File: src/rtl/score_recorder_pkg.sv
// Shared score types: record widths, duration ceiling, recorder states and record payload.
package score_recorder_pkg;

  localparam int unsigned NOTE_W = 7;
  localparam int unsigned DUR_W  = 16;
  localparam int unsigned ADDR_W = 16;

  localparam logic [DUR_W-1:0] DUR_MAX = 16'hFFFF;

  typedef enum logic [1:0] {
    IDLE = 2'd0,
    REC  = 2'd1,
    DONE = 2'd2
  } rec_state_e;

  typedef struct packed {
    logic [NOTE_W-1:0] note;
    logic [DUR_W-1:0]  dur;
  } score_rec_t;

endpackage

File: src/rtl/score_recorder.sv
// Records a live key stream as (note, duration) records into score RAM,
// one write per held note, durations counted in playback ticks.
module score_recorder
  import score_recorder_pkg::*;
#(
  parameter logic [ADDR_W-1:0] MAX_REC = 16'hFFFF
) (
  input  logic              clk,
  input  logic              grst,
  input  logic              arm,
  input  logic              stop,
  input  logic [NOTE_W-1:0] key_in,
  output logic              we,
  output logic [ADDR_W-1:0] waddr,
  output logic [NOTE_W-1:0] wnote,
  output logic [DUR_W-1:0]  wdur,
  output logic [ADDR_W-1:0] rec_len,
  output logic              busy,
  output logic              full
);

  rec_state_e        state, state_next;
  logic [ADDR_W-1:0] ptr, ptr_d, waddr_d;
  logic [ADDR_W-1:0] ptr_inc_c;
  logic [NOTE_W-1:0] cur_note, cur_note_d;
  logic [DUR_W-1:0]  dur, dur_d;
  score_rec_t        wrec, wrec_d;
  logic              emit_c, last_c, we_d, full_d;

  assign ptr_inc_c = ptr + ADDR_W'(1);
  assign last_c    = (ptr_inc_c == MAX_REC);

  // State register
  always_ff @(posedge clk or posedge grst) begin
    if (grst) state <= IDLE;
    else      state <= state_next;
  end

  // Next state; stop outranks a key change, and the capacity-filling emit also ends recording
  always_comb begin
    state_next = state;
    emit_c     = 1'b0;
    case (state)
      IDLE, DONE: begin
        if (arm) state_next = REC;
      end
      REC: begin
        if (stop) begin
          emit_c     = 1'b1;
          state_next = DONE;
        end else if ((key_in != cur_note) || (dur == DUR_MAX)) begin
          emit_c = 1'b1;
        end
        if (emit_c && last_c) state_next = DONE;
      end
      default: state_next = IDLE;
    endcase
  end

  // Output / datapath next values
  always_comb begin
    ptr_d      = ptr;
    cur_note_d = cur_note;
    dur_d      = dur;
    full_d     = full;
    we_d       = 1'b0;
    waddr_d    = waddr;
    wrec_d     = wrec;
    if (state != REC) begin
      if (arm) begin
        ptr_d      = '0;
        cur_note_d = key_in;
        dur_d      = DUR_W'(1);
        full_d     = 1'b0;
      end
    end else if (emit_c) begin
      we_d       = 1'b1;
      waddr_d    = ptr;
      wrec_d     = '{note: cur_note, dur: dur};
      ptr_d      = ptr_inc_c;
      cur_note_d = key_in;
      dur_d      = DUR_W'(1);
      if (last_c) full_d = 1'b1;
    end else begin
      dur_d = dur + DUR_W'(1);
    end
  end

  // Datapath and output registers
  always_ff @(posedge clk or posedge grst) begin
    if (grst) begin
      ptr      <= '0;
      cur_note <= '0;
      dur      <= '0;
      full     <= 1'b0;
      we       <= 1'b0;
      waddr    <= '0;
      wrec     <= '0;
      busy     <= 1'b0;
    end else begin
      ptr      <= ptr_d;
      cur_note <= cur_note_d;
      dur      <= dur_d;
      full     <= full_d;
      we       <= we_d;
      waddr    <= waddr_d;
      wrec     <= wrec_d;
      busy     <= (state_next == REC);
    end
  end

  assign wnote   = wrec.note;
  assign wdur    = wrec.dur;
  assign rec_len = ptr;

endmodule

File: config.mk
export PLATFORM = sky130hd
export DESIGN_NAME = score_recorder
export DESIGN_NICKNAME = d
export VERILOG_FILES = /design/src/rtl/score_recorder_pkg.sv /design/src/rtl/score_recorder.sv
export SDC_FILE = /design/constraint.sdc
export NUM_CORES = 1
export LEC_CHECK = 0
export ABC_AREA = 1
export CORE_MARGIN = 3
export CORE_UTILIZATION = 35
export CTS_BUF_LIST = sky130_fd_sc_hd__clkbuf_8 sky130_fd_sc_hd__clkbuf_16
export DETAILED_ROUTE_END_ITERATION = 10
export GPL_TIMING_DRIVEN = 0
export PLACE_DENSITY = 0.67
export SLEW_MARGIN = 40
export SYNTH_ARGS = -nofsm -noshare
export SYNTH_HDL_FRONTEND = slang
export SYNTH_SLANG_ARGS = --single-unit
File: constraint.sdc
create_clock -name clk -period 6.56 [get_ports clk]
set_input_delay 1.312 -clock clk [delete_from_list [all_inputs] [get_ports clk]]
set_output_delay 1.312 -clock clk [all_outputs]
set_load 0.05 [all_outputs]
Word-level counts from Yosys, hierarchy flattened. Cells that the tools add are included.

Latch bits: 0. Word-level logic and storage cells: 53. Memories kept: 0. Bits in read-only memories: 0. Bits in writable memories: 0. Register bits after elaboration: 83. Input port bits: 11.

Magnitude comparators: 0. Div/mod/pow operators: 0. Mux-type cells: 23. Bitwise operators: 1. Multipliers: 0. Reductions and logical operators: 9. Equality and inequality tests: 8. Add/sub/neg operators: 2. Shift-type cells: 0.

Operator list (count): 2-to-1 mux 16 bit (6); adder 16 x 1 -> 16 bit, second input constant (2); == test 16 bit, second input constant (2); 2-to-1 mux 7 bit (3); 2-to-1 mux 1 bit (10); != test 7 bit (1); 2-to-1 mux 2 bit (3); == test 2 x 1 -> 1 bit, second input constant (2); one-hot mux 2 bit (2 select lines) (1); AND reduction 2 bit (2); nonzero test 2 bit (2); AND reduction 3 bit (1); == test 2 bit, second input constant (1); zero test 2 bit (1); != test 2 x 1 -> 1 bit, second input constant (1); != test 2 bit, second input constant (1); OR reduction 2 bit (1); logical AND 1 bit (1); logical OR 1 bit (1); NOT 1 bit (1).

Logic depth before layout (Yosys ltp). Gate-level depths: netlist of run 1.

Word-level depth: 9. Mapped depth: 14. Gate-level depth less buffers: 13.

Worst setup path before layout of run 1. Ideal clock, no wire load.

Path type: input to register. Start: input key_in[0]. End: register ptr[1], in the netlist rec_len[1]. Arrival time: 2.325 ns. Data required time: 6.465 ns. Stages on the path: 11. Library setup time: 0.095 ns. Setup slack: 4.140 ns. Path through: a21oi_1 nand2_1 nor2_1 nand2_1 nor2_4 nand2_4 nand2_2 buf_6 buf_6 nand2_1 o31ai_1.

Cells in the longest elaborated chain, start to end: 8.

Ends and longest elaborated chain: start, declared (line score_recorder.sv:12) `input logic [NOTE_W-1:0] key_in,`; != test 7 bit (line score_recorder.sv:51) `end else if ((key_in != cur_note) || (dur == DUR_MAX)) begin`; logical OR 1 bit (line score_recorder.sv:51); 2-to-1 mux 1 bit (line score_recorder.sv:51); 2-to-1 mux 1 bit (line score_recorder.sv:48) `if (stop) begin`; 2-to-1 mux 1 bit (2 in series) (line score_recorder.sv:43) `case (state)`; nonzero test 2 bit (no line); AND reduction 2 bit (no line); end signal, assigned (line score_recorder.sv:101) `ptr <= ptr_d;`; end, declared (line score_recorder.sv:23) `logic [ADDR_W-1:0] ptr, ptr_d, waddr_d;`.

No other way between the ends. The select of a mux whose other input is x is not followed. A chain may end at the register's enable or synchronous reset.

Final worst setup path of run 1.
Start: register ptr[5], in the netlist rec_len[5]. End: output rec_len[5].

RTL lines: end, declared (line score_recorder.sv:17) `output logic [ADDR_W-1:0] rec_len,`.

No word-level cell between the ends.

==> results of run 1 <==
-- Yosys cell counts (6+ instances only) --
cell	instances
sky130_fd_sc_hd__o21ai_0	19
sky130_fd_sc_hd__a21oi_1	32
sky130_fd_sc_hd__inv_1	49
sky130_fd_sc_hd__nand3_1	27
sky130_fd_sc_hd__xor2_1	11
sky130_fd_sc_hd__nor2_1	59
sky130_fd_sc_hd__nor2_2	6
sky130_fd_sc_hd__a22o_1	6
sky130_fd_sc_hd__o22ai_1	10
sky130_fd_sc_hd__nand2_1	104
sky130_fd_sc_hd__dfrtp_1	83
sky130_fd_sc_hd__buf_2	6
sky130_fd_sc_hd__o31ai_1	6
sky130_fd_sc_hd__buf_6	7
sky130_fd_sc_hd__a21oi_2	6
sky130_fd_sc_hd__nand4_1	9
-- routing by layer --
metal,GRT usage,vias to the layer above,share of wire
li1,-,1672,-
met5,0,-,0
met1,0.2063,1671,0.44
met2,0.2954,71,0.52
met3,0.03583,5,0.033
met4,0.03926,0,0.0062
-- registers in the layout, indices dropped and copies added (netlist names) --
| register | cells |
|---|---|
| dur | 16 |
| rec_len | 16 |
| waddr | 16 |
| wdur | 16 |
| cur_note | 7 |
| wnote | 7 |
| state | 2 |
| busy | 1 |
| full | 1 |
| we | 1 |
-- worst register-to-register path, cell delays in order (launching register included) --
cell and delay (ns):
sky130_fd_sc_hd__dfrtp_1 0.46, sky130_fd_sc_hd__ha_1 0.25, sky130_fd_sc_hd__nand2_1 0.08, sky130_fd_sc_hd__nor2_2 0.28, sky130_fd_sc_hd__nand2_1 0.10, sky130_fd_sc_hd__nand2_1 0.07, sky130_fd_sc_hd__nand2_1 0.06, sky130_fd_sc_hd__nor2_1 0.09
sky130_fd_sc_hd__nand2_1 0.07, sky130_fd_sc_hd__nor2_2 0.12, sky130_fd_sc_hd__nand3_1 0.12, sky130_fd_sc_hd__nand2_1 0.12, sky130_fd_sc_hd__a21oi_1 0.09
-- logic make-up (layout without fill, tap and decap cells) --
kind of cell / after synthesis / in the layout / share of synthesized area
buf+inv: 68 / 153 / 0.08068
fa+ha+maj: 3 / 3 / 0.009382
simple gates: 218 / 218 / 0.2376
compound gates: 82 / 82 / 0.1226
xor+xnor: 14 / 14 / 0.03064
flops: 83 / 83 / 0.5191
-- power groups by stage --
stage               Clock, mW  Combinational (mW)  Sequential, mW
global route            0.577                1.34           0.789
floorplan                   0               0.406            1.22
global placement            0                1.25           0.772
detailed placement          0                1.26           0.779
finish                  0.549                1.25           0.769
CTS                     0.560                1.27           0.773
-- area by class of cell --
cell class / count / area [um2] / share of cell area
clock inverters: 5 / 76.32 / 0.01465
multi-input cells: 317 / 1602 / 0.3073
inverters: 51 / 196.4 / 0.03769
plain buffers: 17 / 131.4 / 0.02521
clock buffers: 11 / 252.7 / 0.04850
well taps: 140 / 175.2 / 0.03361
flip-flops and latches: 83 / 2077 / 0.3986
repair buffers: 69 / 700.7 / 0.1345
-- how the worst max path moves through the flow --
stage	start	depth (start not counted)	end	slack, ns
final	rec_len[5]	1	rec_len[5]	3.59
after global routing	rec_len[10]	1	rec_len[10]	3.53
after CTS	rec_len[5]	1	rec_len[5]	3.57
after detailed placement	key_in[4]	12	rec_len[1]	3.33
after global placement	grst	2	wdur[11]	1.75
after floorplan	grst	1	busy	3.11
==> qor.yml, run 1 <==
first_global_vias: 3592
worst_slew_pin_slew_ns: 0.5063
reg2reg_setup_slack_ns: 4.52
ys_ff_latch: 83
p_comb_frac: 0.487
crit_type: "register to output port"
rr_endpoint: "busy"
setup_viol: 0
final_layout_size_suffix_gt1_frac: 0.09946
cts.repair.resized: 0
cts_inserted_buffers: 9
cts.sink_count: 83
path_clk_slew_ns: 0.06
power.total_mw: 2.569
route.vias.total: 3419
final_core_util: 0.4745
r2r_cells: 12
cts-root-to-sink-buffers: 2
io_count: 69
buffer_ports.inserted: 68
timing.clock.skew_ns: 0.009502
holdBufCountCts: 0
cts_root_buf: "sky130_fd_sc_hd__clkbuf_16"
synth_top_area_share: 0.5191
postCtsSetupRepairBufs: 0
worst_path_dominant_cell_family: "buffers and inverters"
maxCapViolations: 0
worst_ep_required_time_ns: 5.25
number_of_max_slew_violations_in_the_final_report: 0
worst_skew_pair_latency_ns: 0.33
postSynth.asyncResetShare: 1.000
gp_congestion: 0.8221
fillers: 1079
dp.final_hpwl_um: 7478
post_dp_cell_area_mm2: 0.004882
worst_hold_end: "waddr[1]"
mostFrequentLayoutCells: "sky130_fd_sc_hd__nand2_1, sky130_fd_sc_hd__dfrtp_1, sky130_fd_sc_hd__clkdlybuf4s50_1"
wire_per_inst_um: 14.61
hold_viol_final: 0
stdcell_count: 693
fp.dieW_um: 112.9
crit_path_end_kind: "output port"
viasPerCell: 4.934
intPower_mw: 1.432
tritoncts_clock_tree: "built"
rows: 38
slowest_delay_ns: 0.85
timing.hold.ws_ns: 0.5004
number_of_flops_mapped_to_enable_cells_by_yosys: 0
layout.nets: 562
globalRouteTotalUtil: 0.1662
min_path_cells: 2
outcome: "finished clean"
drc: 0
post-route-cell-area_mm2: 0.005211
worstPathCellList: "clkdlybuf4s50_1"
leftover_overflow_at_the_end_of_global_routing: 0
relSlewSlack: 0.6614
grt_max_degree: 44
area_delta_synth_final_pct: 30.24
synth.top_cells.by_area: "sky130_fd_sc_hd__dfrtp_1, sky130_fd_sc_hd__nand2_1, sky130_fd_sc_hd__nor2_1"
crit_buf_inv: 1
core_area_mm2: 0.01098
yosys.area.top_type: "sky130_fd_sc_hd__dfrtp_1"
place_worst_setup_slack_ns: 3.330
synth_cell_type_count: 31
min-delay-path-class: "register to register"
max_clock_freq_ghz: 0.3370
timing.hold.worst.start: "waddr[1]"
drt_wl_total_um: 10130
rsz0062_at_grt: "no"
synth_fp_nets: 482
p_switching_mw: 1.137
grt_antenna_before_repair: 0
finalWorstSetupSlack_ns: 3.593
finalCritPeriodShare: 0.4524
seq_power_share: 0.299
grt_pass1_wl_um: 17170
antenna_cells: 0
cp_slowest_cell: "sky130_fd_sc_hd__clkdlybuf4s50_1"
die_height_um: 112.9
dominantRegCellSynth: "sky130_fd_sc_hd__dfrtp_1"
synthesis.yosys.warnings: 0
syn-mean-instance-area_um2: 8.550
start_kind: "register"
start_util: 0.3643
synthesis.area_mm2: 0.004001
dr.pass1.iters: 4
drtIter0Drc: 170
area_of_the_die_mm2: 0.01275
drtAntennaViolNets: 0
crit_reg_reg_startpoint: "rec_len[1]"
ir_worst_vdd_mv: 0.2820
powerDensity_mw_per_mm2: 493.0
cp.arrival_ns: 1.66
timing.setup.tns_ns: 0
critical_path.max_fanout: 7
synth-seq-area-share: 0.5191
p_sw_frac: 0.4425
clkPwrFrac: 0.214
lkg_pwr_nw: 2.273
layout_min_cycle_time_ns: 2.967
maximum_level_of_the_cts_h_tree: 3
most_common_cell_after_layout_fill_and_taps_aside: "sky130_fd_sc_hd__nand2_1"
placedCellCount: 677
synthesis.instances: 468
(Power assumes the default switching activity.)
==> inputs of run 2 (changes only) <==
- PLACE_DENSITY: 0.67 -> 0.69
- clock period: 6.56 -> 2.4 ns (I/O delays scaled with it)
==> qor.yml, run 2 (same netlist as run 1, synthesis figures left out) <==
outcome: "finished clean"  # unchanged
gr-usage-met3: 0.04706  # was 0.03583
fp.dieW_um: 112.9  # unchanged
layout.nets: 565  # was 562
powerDensity_mw_per_mm2: 1330  # was 493.0 mW/mm2
grt_antenna_before_repair: 0  # unchanged
crit_reg_reg_startpoint: "rec_len[1]"  # unchanged
io_count: 69  # unchanged
post-route-cell-area_mm2: 0.005288  # was 0.005211 mm2
drt_wl_total_um: 10400  # was 10130 um
drtAntennaViolNets: 0  # unchanged
crit_buf_inv: 0  # was 1
grt_pass1_wl_um: 17170  # about the same
worst_path_dominant_cell_family: "simple AND/OR/NAND/NOR gates"  # was buffers and inverters
cp_slowest_cell: "sky130_fd_sc_hd__dfrtp_1"  # was sky130_fd_sc_hd__clkdlybuf4s50_1
cts_root_buf: "sky130_fd_sc_hd__clkbuf_16"  # unchanged
timing.clock.skew_ns: 0.008400  # was 0.009502 ns
power.total_mw: 7.031  # was 2.569 mW
tritoncts_clock_tree: "built"  # unchanged
worst_skew_pair_latency_ns: 0.33  # about the same
dr.pass1.iters: 4  # unchanged
finalWorstSetupSlack_ns: 0.1839  # was 3.593 ns
dp.final_hpwl_um: 7774  # was 7478 um
holdBufCountCts: 0  # unchanged
post_dp_cell_area_mm2: 0.004971  # was 0.004882 mm2
timing.hold.ws_ns: 0.4677  # was 0.5004 ns
core_area_mm2: 0.01098  # unchanged
mostFrequentLayoutCells: "sky130_fd_sc_hd__nand2_1, sky130_fd_sc_hd__dfrtp_1, sky130_fd_sc_hd__clkdlybuf4s50_1"  # unchanged
cts.repair.resized: 0  # unchanged
rows: 38  # unchanged
crit_path_frequent_cell: "sky130_fd_sc_hd__nand2_1"
path_clk_slew_ns: 0.06  # about the same
antenna_cells: 0  # unchanged
reg2reg_setup_slack_ns: 0.18  # was 4.52 ns
grt_util_met1: 0.2156  # was 0.2063
relSlewSlack: 0.6591  # was 0.6614
start_kind: "register"  # unchanged
wire_per_inst_um: 14.98  # was 14.61 um
cp.arrival_ns: 2.42  # was 1.66 ns
buffer_ports.inserted: 68  # unchanged
setup_viol: 0  # unchanged
hold_viol_final: 0  # unchanged
place_worst_setup_slack_ns: -0.02167  # was 3.330 ns
cts.sink_count: 83  # unchanged
die_height_um: 112.9  # unchanged
worst-path-stages: 12  # was 1
finalCritPeriodShare: 0.9234
stdcell_count: 694  # was 693
cts-root-to-sink-buffers: 2  # unchanged
slowest_delay_ns: 0.48  # was 0.85 ns
grt.met2_usage: 0.2871  # was 0.2954
worst_setup_path_endpoint: "busy"  # was rec_len[5]
maximum_level_of_the_cts_h_tree: 3  # unchanged
final_core_util: 0.4814  # was 0.4745
rsz0062_at_grt: "no"  # unchanged
worstPathCellList: "ha_1 -> nand2_1 -> nor2_2 -> nand2_1 -> nand2_1 -> nand2_1 -> nor2_1 -> nand2_1 -> nor2_2 -> nand3_1 -> nand2_1 -> a21oi_1"  # was clkdlybuf4s50_1
gp_congestion: 0.8081  # was 0.8221
viasPerCell: 4.965  # was 4.934
r2r_cells: 12  # unchanged
crit_type: "register to register"  # was register to output port
layout_min_cycle_time_ns: 2.216
leftover_overflow_at_the_end_of_global_routing: 0  # unchanged
min-delay-path-class: "input port to async pin"  # was register to register
worst_ep_required_time_ns: 2.60  # was 5.25 ns
timing.setup.tns_ns: 0  # unchanged
globalRouteTotalUtil: 0.1685  # was 0.1662
number_of_max_slew_violations_in_the_final_report: 0  # unchanged
route.vias.total: 3446  # was 3419
drc: 0  # unchanged
rr_endpoint: "busy"  # unchanged
area_of_the_die_mm2: 0.01275  # unchanged
maxCapViolations: 0  # unchanged
final_layout_size_suffix_gt1_frac: 0.1011  # was 0.09946
critical_path.max_fanout: 7  # unchanged
grt-busiest-layer: "met2"  # unchanged
area_delta_synth_final_pct: 32.15  # was 30.24%
start_util: 0.3643  # unchanged
cts_inserted_buffers: 9  # unchanged
crit_path_end_kind: "register"  # was output port
worst_slew_pin_slew_ns: 0.5098  # was 0.5063 ns
ir_worst_vdd_mv: 0.7601  # was 0.2820 mV
most_common_cell_after_layout_fill_and_taps_aside: "sky130_fd_sc_hd__nand2_1"  # unchanged
timing.critical_path.from: "rec_len[1]"  # was rec_len[5]
first_global_vias: 3462  # was 3592
placedCellCount: 680  # was 677
grt_max_degree: 20  # was 44
max_clock_freq_ghz: 0.4513
lkg_pwr_nw: 2.306  # was 2.273 nW
drtIter0Drc: 135  # was 170
postCtsSetupRepairBufs: 0  # unchanged
run 2: cell types whose count changed in the layout (fill, tap and decap cells not counted), sizes merged:
cell,before,now
inv,52,51
clkinv,1,0
buf,16,19
run 2: layout make-up:
cell class / instances / area [um2]
buffer: 17 / 131.4
timing repair buffer: 72 / 790.8
clock inverter: 3 / 63.81
tap: 140 / 175.2
inverter: 51 / 195.2
sequential: 83 / 2077
fill: 1028 / 5695
multi-input combinational: 317 / 1602
clock buffer: 11 / 252.7
run 2: worst min-delay path by stage:
| stage | cells past startpoint | slack, ns | to |
|---|---|---|---|
| floorplan | 1 | 0.47 | busy |
| global placement | 1 | 0.48 | waddr[0] |
| detailed placement | 2 | 0.49 | waddr[2] |
| CTS | 2 | 0.48 | wdur[10] |
| global route | 2 | 0.48 | wdur[10] |
| finish | 2 | 0.47 | wdur[9] |
run 2: power by group:
group          leakage [nW]  switching (mW)  internal (mW)
registers              1.06           0.267           1.84
logic                  1.09            2.31           1.13
clock network         0.159           0.537          0.953
run 2: per-layer routing:
layer | vias up | part of all wire
met5 | - | 0
met4 | 0 | 0.010
met3 | 9 | 0.051
met2 | 98 | 0.50
met1 | 1660 | 0.44
li1 | 1679 | -
==> inputs of run 3 (changes only) <==
- CORE_UTILIZATION: 35 -> 48
- PLACE_DENSITY: 0.69 -> 0.86
==> qor.yml, run 3 (same netlist as run 1, synthesis figures left out) <==
area_delta_synth_final_pct: 27.64  # was 32.15%
worst_setup_path_endpoint: "rec_len[5]"  # was busy
maximum_level_of_the_cts_h_tree: 3  # unchanged
post-route-cell-area_mm2: 0.005107  # was 0.005288 mm2
cts.sink_count: 83  # unchanged
ir_worst_vdd_mv: 0.7468  # was 0.7601 mV
power.total_mw: 6.650  # was 7.031 mW
start_util: 0.5047  # was 0.3643
most_common_cell_after_layout_fill_and_taps_aside: "sky130_fd_sc_hd__nand2_1"  # unchanged
worstPathCellList: "clkdlybuf4s50_1"  # was ha_1 -> nand2_1 -> nor2_2 -> nand2_1 -> nand2_1 -> nand2_1 -> nor2_1 -> nand2_1 -> nor2_2 -> nand3_1 -> nand2_1 -> a21oi_1
holdBufCountCts: 0  # unchanged
cts-root-to-sink-buffers: 2  # unchanged
core_area_mm2: 0.007928  # was 0.01098 mm2
path_clk_slew_ns: 0.09  # was 0.06 ns
place_worst_setup_slack_ns: -0.01616  # was -0.02167 ns
final_core_util: 0.6443  # was 0.4814
post_dp_cell_area_mm2: 0.004881  # was 0.004971 mm2
worst_ep_required_time_ns: 1.92  # was 2.60 ns
timing.clock.skew_ns: 0.01298  # was 0.008400 ns
postCtsSetupRepairBufs: 0  # unchanged
drtAntennaViolNets: 0  # unchanged
placedCellCount: 641  # was 680
io_count: 69  # unchanged
reg2reg_setup_slack_ns: 0.35  # was 0.18 ns
relSlewSlack: 0.6602  # was 0.6591
dp.final_hpwl_um: 7182  # was 7774 um
crit_type: "register to output port"  # was register to register
max_clock_freq_ghz: 0.4605  # was 0.4513 GHz
wire_per_inst_um: 14.62  # was 14.98 um
min-delay-path-class: "input port to async pin"  # unchanged
area_of_the_die_mm2: 0.009467  # was 0.01275 mm2
final_layout_size_suffix_gt1_frac: 0.1045  # was 0.1011
number_of_max_slew_violations_in_the_final_report: 0  # unchanged
rsz0062_at_grt: "no"  # unchanged
r2r_cells: 12  # unchanged
crit_buf_inv: 1  # was 0
crit_path_end_kind: "output port"  # was register
drc: 0  # unchanged
setup_viol: 0  # unchanged
cts.repair.resized: 0  # unchanged
worst_slew_pin_slew_ns: 0.5081  # was 0.5098 ns
layout_min_cycle_time_ns: 2.172  # was 2.216 ns
gp_congestion: 0.9190  # was 0.8081
cp_slowest_cell: "sky130_fd_sc_hd__clkdlybuf4s50_1"  # was sky130_fd_sc_hd__dfrtp_1
cts_inserted_buffers: 9  # unchanged
leftover_overflow_at_the_end_of_global_routing: 0  # unchanged
fp.dieW_um: 97.30  # was 112.9 um
rr_endpoint: "busy"  # unchanged
powerDensity_mw_per_mm2: 1302  # was 1330 mW/mm2
die_height_um: 97.30  # was 112.9 um
buffer_ports.inserted: 68  # unchanged
lkg_pwr_nw: 2.236  # was 2.306 nW
cp.arrival_ns: 1.69  # was 2.42 ns
grt_antenna_before_repair: 0  # unchanged
timing.setup.tns_ns: 0  # unchanged
worst_path_dominant_cell_family: "buffers and inverters"  # was simple AND/OR/NAND/NOR gates
stdcell_count: 657  # was 694
grt_pass1_wl_um: 16250  # was 17170 um
timing.hold.ws_ns: 0.4266  # was 0.4677 ns
layout.nets: 564  # was 565
worst-path-stages: 1  # was 12
mostFrequentLayoutCells: "sky130_fd_sc_hd__nand2_1, sky130_fd_sc_hd__dfrtp_1, sky130_fd_sc_hd__clkdlybuf4s50_1"  # unchanged
rows: 32  # was 38
start_kind: "register"  # unchanged
dr.pass1.iters: 4  # unchanged
critical_path.max_fanout: 7  # unchanged
outcome: "finished clean"  # unchanged
route.vias.total: 3491  # was 3446
crit_reg_reg_startpoint: "rec_len[1]"  # unchanged
timing.critical_path.from: "rec_len[5]"  # was rec_len[1]
drt_wl_total_um: 9605  # was 10400 um
globalRouteTotalUtil: 0.2104  # was 0.1685
drtIter0Drc: 208  # was 135
hold_viol_final: 0  # unchanged
viasPerCell: 5.314  # was 4.965
slowest_delay_ns: 0.85  # was 0.48 ns
antenna_cells: 0  # unchanged
worst_skew_pair_latency_ns: 0.36  # was 0.33 ns
first_global_vias: 3397  # was 3462
finalCritPeriodShare: 0.9049  # was 0.9234
finalWorstSetupSlack_ns: 0.2283  # was 0.1839 ns
tritoncts_clock_tree: "built"  # unchanged
grt_max_degree: 27  # was 20
cts_root_buf: "sky130_fd_sc_hd__clkbuf_8"  # was sky130_fd_sc_hd__clkbuf_16
maxCapViolations: 0  # unchanged
-- run 3: cell types whose count changed in the layout (fill, tap and decap cells not counted) --
cell	before	now
sky130_fd_sc_hd__buf_12	0	2
sky130_fd_sc_hd__clkinv_2	0	1
sky130_fd_sc_hd__buf_16	4	1
sky130_fd_sc_hd__inv_1	49	48
sky130_fd_sc_hd__clkbuf_16	9	0
sky130_fd_sc_hd__clkbuf_8	2	10
sky130_fd_sc_hd__clkinvlp_4	1	3
sky130_fd_sc_hd__clkinv_4	0	1
-- run 3: power by group --
group	internal (mW)	switching [mW]
Sequential	1.83	0.260
Combinational	1.12	2.30
Clock	0.614	0.520
Total	3.57	3.08
-- run 3: how the worst min path moves through the flow --
stage	from	endpoint	slack, ns	cells past startpoint
2_1_floorplan	state[0]	busy	0.47	1
3_3_place_gp	waddr[0]	waddr[0]	0.47	1
3_5_place_dp	waddr[2]	waddr[2]	0.49	2
4_1_cts	grst	wdur[9]	0.42	2
5_1_grt	grst	wdur[9]	0.42	2
6_report	grst	wdur[9]	0.43	2
-- run 3: cell type report --
cell class,count,area (um2)
clock inverters,6,88.84
clock buffers,10,137.6
inverters,51,195.2
fillers,669,2820
well taps,102,127.6
repair buffers,71,748.2
plain buffers,17,131.4
flip-flops and latches,83,2077
multi-input cells,317,1602
-- run 3: per-layer routing --
| layer | global-route usage | routed length [um] | vias up |
|---|---|---|---|
| met5 | 0 | 0 | - |
| met4 | 0.06709 | 200 | 0 |
| met3 | 0.04451 | 521 | 20 |
| met2 | 0.3546 | 4828 | 107 |
| met1 | 0.2724 | 4055 | 1684 |
| li1 | - | - | 1680 |
